`config.mk`:
```
export PLATFORM = sky130hd
export DESIGN_NAME = dac_spi_tx
export DESIGN_NICKNAME = d
export VERILOG_FILES = /design/src/rtl/dac_spi_tx.sv
export SDC_FILE = /design/constraint.sdc
export NUM_CORES = 1
export LEC_CHECK = 0
export ABC_AREA = 1
export CAP_MARGIN = 10
export CORE_MARGIN = 5
export CORE_UTILIZATION = 45
export CTS_CLUSTER_SIZE = 40
export DETAILED_ROUTE_END_ITERATION = 6
export PLACE_DENSITY = 0.63
export SYNTH_ARGS = -nofsm -noshare
export SYNTH_HDL_FRONTEND = slang
export SYNTH_SLANG_ARGS = --single-unit
```
`constraint.sdc`:
```
create_clock -name clk -period 2 [get_ports clk]
set_input_delay 0.4 -clock clk [delete_from_list [all_inputs] [get_ports clk]]
set_output_delay 0.4 -clock clk [all_outputs]
set_load 0.03 [all_outputs]
```
`src/rtl/dac_spi_tx.sv`:
```
// Serialises 12-bit DDS samples plus a 2-bit power-down field into 16-bit SPI frames for a DAC.
// Latency: sync_n falls two clk edges after an accept from idle; a frame occupies 33*DIV+GAP+1 cycles.
// Backpressure: a one-entry pending register; sample_ready is low while it holds an unsent sample.
module dac_spi_tx #(
    parameter int DAC_WIDTH = 12,
    parameter int DIV       = 2,
    parameter int GAP       = 2
) (
    input  logic                 clk,
    input  logic                 rst,
    input  logic [DAC_WIDTH-1:0] sample_in,
    input  logic [1:0]           pd_mode,
    input  logic                 sample_valid,
    output logic                 sample_ready,
    output logic                 dac_sclk,
    output logic                 dac_sync_n,
    output logic                 dac_din,
    output logic                 busy,
    output logic                 frame_done
);

    localparam int HW = $clog2(DIV + 1);
    localparam int GW = $clog2(GAP + 1);
    localparam logic [HW-1:0] HALF_LAST = HW'(DIV - 1);
    localparam logic [GW-1:0] GAP_LAST  = GW'(GAP - 1);

    typedef enum logic [1:0] {IDLE, SETUP, SHIFT, HOLD} state_t;

    state_t                 state_q, state_d;
    logic [HW-1:0]          hcnt_q, hcnt_d;
    logic [GW-1:0]          gcnt_q, gcnt_d;
    logic [3:0]             bcnt_q, bcnt_d;
    logic [15:0]            shreg_q, shreg_d;
    logic                   pend_full_q, pend_full_d;
    logic [DAC_WIDTH+1:0]   pend_dat_q, pend_dat_d;
    logic                   sclk_q, sclk_d;
    logic                   sync_n_q, sync_n_d;
    logic                   din_q, din_d;
    logic                   busy_q, busy_d;
    logic                   done_q, done_d;
    logic                   accept;
    logic [15:0]            frame;

    assign sample_ready = ~pend_full_q & ~rst;
    assign accept       = sample_valid & sample_ready;
    assign frame        = {2'b00, pend_dat_q};

    assign dac_sclk   = sclk_q;
    assign dac_sync_n = sync_n_q;
    assign dac_din    = din_q;
    assign busy       = busy_q;
    assign frame_done = done_q;

    always_comb begin
        state_d     = state_q;
        hcnt_d      = hcnt_q;
        gcnt_d      = gcnt_q;
        bcnt_d      = bcnt_q;
        shreg_d     = shreg_q;
        pend_full_d = pend_full_q;
        pend_dat_d  = pend_dat_q;
        sclk_d      = sclk_q;
        sync_n_d    = sync_n_q;
        din_d       = din_q;
        done_d      = 1'b0;

        // Accept and consume are exclusive: ready is low whenever pending is full.
        if (accept) begin
            pend_full_d = 1'b1;
            pend_dat_d  = {pd_mode, sample_in};
        end

        case (state_q)
            IDLE: begin
                sync_n_d = 1'b1;
                sclk_d   = 1'b1;
                din_d    = 1'b0;
                if (pend_full_q) begin
                    pend_full_d = 1'b0;
                    din_d       = frame[15];
                    shreg_d     = {frame[14:0], 1'b0};
                    sync_n_d    = 1'b0;
                    hcnt_d      = '0;
                    state_d     = SETUP;
                end
            end
            SETUP: begin
                if (hcnt_q == HALF_LAST) begin
                    hcnt_d  = '0;
                    bcnt_d  = 4'd0;
                    sclk_d  = 1'b0;
                    state_d = SHIFT;
                end else begin
                    hcnt_d = hcnt_q + HW'(1);
                end
            end
            SHIFT: begin
                if (hcnt_q != HALF_LAST) begin
                    hcnt_d = hcnt_q + HW'(1);
                end else begin
                    hcnt_d = '0;
                    if (!sclk_q) begin
                        // Next bit is presented on the rising edge, far from the DAC's falling-edge sample.
                        sclk_d  = 1'b1;
                        din_d   = shreg_q[15];
                        shreg_d = {shreg_q[14:0], 1'b0};
                    end else if (bcnt_q == 4'd15) begin
                        sync_n_d = 1'b1;
                        din_d    = 1'b0;
                        gcnt_d   = '0;
                        done_d   = 1'b1;
                        state_d  = HOLD;
                    end else begin
                        bcnt_d = bcnt_q + 4'd1;
                        sclk_d = 1'b0;
                    end
                end
            end
            HOLD: begin
                if (gcnt_q == GAP_LAST) begin
                    gcnt_d  = '0;
                    state_d = IDLE;
                end else begin
                    gcnt_d = gcnt_q + GW'(1);
                end
            end
            default: state_d = IDLE;
        endcase

        busy_d = (state_d != IDLE);
    end

    always_ff @(posedge clk) begin
        if (rst) begin
            state_q     <= IDLE;
            hcnt_q      <= '0;
            gcnt_q      <= '0;
            bcnt_q      <= '0;
            shreg_q     <= '0;
            pend_full_q <= 1'b0;
            pend_dat_q  <= '0;
            sclk_q      <= 1'b1;
            sync_n_q    <= 1'b1;
            din_q       <= 1'b0;
            busy_q      <= 1'b0;
            done_q      <= 1'b0;
        end else begin
            state_q     <= state_d;
            hcnt_q      <= hcnt_d;
            gcnt_q      <= gcnt_d;
            bcnt_q      <= bcnt_d;
            shreg_q     <= shreg_d;
            pend_full_q <= pend_full_d;
            pend_dat_q  <= pend_dat_d;
            sclk_q      <= sclk_d;
            sync_n_q    <= sync_n_d;
            din_q       <= din_d;
            busy_q      <= busy_d;
            done_q      <= done_d;
        end
    end

endmodule

```
## Word level (Yosys, flattened, before mapping)

Cells that the tools add are included.

| word-level totals | value |
|---|---|
| register bits after elaboration | 46 |
| input bits | 17 |
| output and inout bits | 6 |

| cells by class | value |
|---|---|
| $add $sub $neg | 3 |
| equality and inequality tests | 15 |
| mux-type cells | 42 |
| bitwise gates (word level) | 6 |
| reductions and logical operators | 14 |

Operator list:

| kind | count |
|---|---|
| $mux 16 | 3 |
| $pmux 16 s2 | 1 |
| $mux 2 | 13 |
| $mux 4 | 4 |
| $mux 1 | 14 |
| $ne 2x2->1 const B | 7 |
| $reduce_and 4->1 | 3 |
| $pmux 2 s4 | 1 |
| $pmux 4 s2 | 1 |
| $reduce_bool 2->1 | 4 |
| $eq 2x1->1 const B | 3 |
| $pmux 2 s3 | 1 |
| $reduce_and 3->1 | 2 |
| $reduce_and 5->1 | 1 |
| $add 2x1->2 const B | 2 |
| $add 4x1->4 const B | 1 |
| $eq 2x2->1 const B | 2 |
| $eq 4x4->1 const B | 1 |
| $not 1->1 | 4 |
| $pmux 1 s2 | 2 |
| $pmux 2 s2 | 1 |
| $reduce_or 4->1 | 1 |
| $ne 3x3->1 const B | 1 |
| $pmux 1 s3 | 1 |
| other kinds (5) | 6 |

## Logic depth before layout (Yosys ltp)

| logic depth | value |
|---|---|
| depth after elaboration | 6 |
| gate-level depth with buffers | 11 |
| depth with buffers taken out | 10 |

## Worst setup path after synthesis

OpenSTA, ideal clock, no wires.

| path | value |
|---|---|
| path kind | flip-flop to flip-flop |
| start | register state_q[0] |
| end | register shreg_q[10] |
| data arrival time | 1.412 ns |
| required time | 1.929 ns |
| path slack | 0.518 ns |
| cell stages (with the launch flop) | 10 |
| buffers on the path | 2 |
| period minus slack after synthesis | 1.482 ns |
| cell sequence | dfxtp_1 > inv_1 > ha_1 > buf_6 > nor2_2 > nor2_2 > nor2_4 > buf_6 > nand2_1 > a21oi_1 |

| on the way | value |
|---|---|
| cells in the longest elaborated chain, start to end | 3 |
| elaborated cells on any way between the ends | 8 |
| those cells by class | 4 x eq/ne; 1 x mux; 3 x reduce/logical |

RTL lines:

| what | RTL line | source |
|---|---|---|
| from (decl) | 29 | `state_t state_q, state_d;` |
| from (signal assigned) | 148 | `state_q <= state_d;` |
| $eq 2x2->1 or $logic_not 2->1 (tied branches) | 73 | `case (state_q)` |
| $ne 2x2->1 (no source line) or $reduce_bool 2->1 (tied branches) | n/a |  |
| $reduce_and 4->1 (no source line) | n/a |  |
| to (signal assigned) | 152 | `shreg_q <= shreg_d;` |
| to (decl) | 33 | `logic [15:0] shreg_q, shreg_d;` |

Several ways; a longest one is shown, not always the timed one.
A chain may end at the register's enable or synchronous reset.

## Worst setup path after layout

| path | value |
|---|---|
| start | register sclk_q (netlist: dac_sclk) |
| end | output port dac_sclk |

RTL lines:

| what | RTL line | source |
|---|---|---|
| from (decl) | 36 | `logic sclk_q, sclk_d;` |
| from (signal assigned) | 155 | `sclk_q <= sclk_d;` |
| to (decl) | 15 | `output logic dac_sclk,` |

No word-level cell between the ends.

==> impl_metrics.ini <==
[global_routing]
grt_pass1_vias = 1560
antenna_found_initial = 0
grt_pass1_wl_um = 7160
grt_max_degree = 30
track_usage = 0.146
gr-total-overflow = 0

[logic_synthesis]
synthFlopType = dfxtp_1
synth_fp_nets = 310
synth_top_area_share = 0.439
synthArstFlopShare = 0
synth_cell_types = 25
synth_top_cell_by_area = dfxtp_1
syn_inst = 287
synth_most_common_cell = nand2_1
ys_warn_count = 0
synth-seq-area-share = 0.439
syn_area_per_cell_um2 = 7.15
syn_area_um2 = 2050
synth_edf_count = 0
synth_area_leaders = dfxtp_1 44%, nand2_1 15%, a21oi_1 8.0%
synth_seq_cells = 45
synthTopCellsByCount = 83 x nand2_1, 45 x dfxtp_1, 33 x a21oi_1

[clock_tree]
cts_resized = 0
cts_tree = yes
cts_buffer_depth = 2
cts_inserted_buffers = 5
cts_root_buf = clkbuf_8
cts.sinks = 45
clkSlewWorstSetupHoldPaths_ns = 0.08
h-tree-depth = 2
ctsHoldBuffers = 0
worstSkewPairLatency_ns = 0.30
post_cts.repair.setup_buffers = 0

[final_layout]
num_antenna_cells = 0
layout-drive-gt1-share = 0.0994
nFillCells = 445
final_core_util = 0.555
regArea_um2 = 901
instances_no_fill = 364
fin_nets = 335
finish.instance_area_um2 = 2430
multiInputGateArea_um2 = 951
syn_to_final_growth_pct = 18.5

[floorplan]
start_util = 0.468
row_count = 24
coreArea_um2 = 4380
io_pins = 23
die_w_um = 77.5
die_area_um2 = 6010
die_h_um = 77.5

[route]
drt_iter0_drc = 109
ant_nets = 0
firstDrtPassIters = 4
vias = 1721
avgRoutedWirePerCell_um = 11.3
drt_wl_total_um = 4100
drc = 0
vias_per_cell = 4.73

[sta]
period_needed_ns = 1.80
timing.slew.headroom = 0.770
fin_setup_tns_ns = 0
setup_viol = 0
hold_violations = 0
grt_setup_unrepaired = no
finalCritPeriodShare = 0.902
tightestPinTransition_ns = 0.344
fmaxAchievable_mhz = 554
whs_ns = 0.449
fin_worst_skew_ns = 0.00503
fin_ws_ns = 0.195
drv_slew = 0

[worst_setup_path]
cp_num_buf_inv = 1
worstSetupStartpointType = register
crit_fanout = 4
slowest_stage = clkdlybuf4s50_1
crit_path_max_incr_delay_ns = 0.70
cp-end-kind = output port
arrival_ns = 1.40
cp_cell_sequence = clkdlybuf4s50_1
rr_startpoint = state_q[0]
crit_family = buffers and inverters
crit_type = register to output port
worstSetupStartpoint = dac_sclk
worstPathRequired_ns = 1.60

[place]
post-place-cells = 357
dp_hpwl_um = 2830
io_buffers = 22
dp_slack_ns = 0.243
gp_congestion = 0.811
place_area_um2 = 2330

[hold_path]
hold_path.startpoint = pend_dat_q[5]
hp-class = register to register

[power]
irDropWorstVdd_mv = 0.459
leakagePower_nw = 0.986
power_mw = 2.17
power.density_nw_per_um2 = 890

[run]
cap_violations = 0

[status]
outcome = finished, final reports clean
==> worst paths after layout <==
check                   to  slack [ns]  cells past startpoint
max reg2reg     shreg_q[4]        0.26                      8
min          pend_dat_q[5]        0.45                      2
max               dac_sclk        0.20                      1
min reg2reg  pend_dat_q[5]        0.45                      2
==> cells by family (layout without fill, tap and decap cells) <==
family	Yosys count	after routing	share of synthesized area
simple gates	118	118	0.250
compound gates	69	69	0.172
buf+inv	48	73	0.0981
flops	45	45	0.439
fa+ha+maj	6	6	0.0366
xor+xnor	1	1	0.00427
==> power breakdown <==
group	internal, mW	switching [mW]
sequential	0.970	0.0396
combinational	0.182	0.317
clock	0.363	0.295
==> area by class of cell <==
| class | count | share of cell area |
|---|---|---|
| Clock buffer | 5 | 0.0283 |
| Sequential cell | 45 | 0.370 |
| Clock inverter | 2 | 0.0144 |
| Tap cell | 52 | 0.0267 |
| Multi-Input combinational cell | 194 | 0.391 |
| Inverter | 36 | 0.0555 |
| Timing Repair Buffer | 30 | 0.114 |
==> cell usage in the layout (no fill, tap or decap) <==
cell             Yosys  layout
nand3b_1             1       1
nand2_4              1       1
clkdlybuf4s50_1      0      21
o21ai_1              1       1
nand3_1              8       8
ha_1                 6       6
nor2_1              15      15
nor2_4               4       4
nor2_2               3       3
inv_1               31      31
nand3_2              1       1
nand2_1             83      83
nand4_1              1       1
bufinv_16            0       1
buf_4                1       9
o31ai_1              1       1
nor3b_1              1       1
inv_2                5       5
clkinv_2             0       1
a21oi_1             33      33
a31oi_1              1       1
o21ai_2              1       1
dfxtp_1             45      45
o21ai_0             32      32
clkbuf_8             0       5
xnor2_1              1       1
==> sequential cells by signal (all words and copies together), names as in the netlist <==
signal and cells:
busy 1, pend_full_q 1, state_q 2, pend_dat_q 14, dac_sclk 1, shreg_q 15
gcnt_q 2, bcnt_q 4, hcnt_q 2, frame_done 1, dac_din 1, dac_sync_n 1
==> metal layers <==
metal  up-vias  share of wire  global-route usage
met5         -              0                   0
met4         0          0.013              0.0498
met3         8          0.048              0.0486
met2        29           0.41               0.210
met1       732           0.53               0.205
li1        952              -                   -
Note: power is estimated with default switching activity, not from simulation.
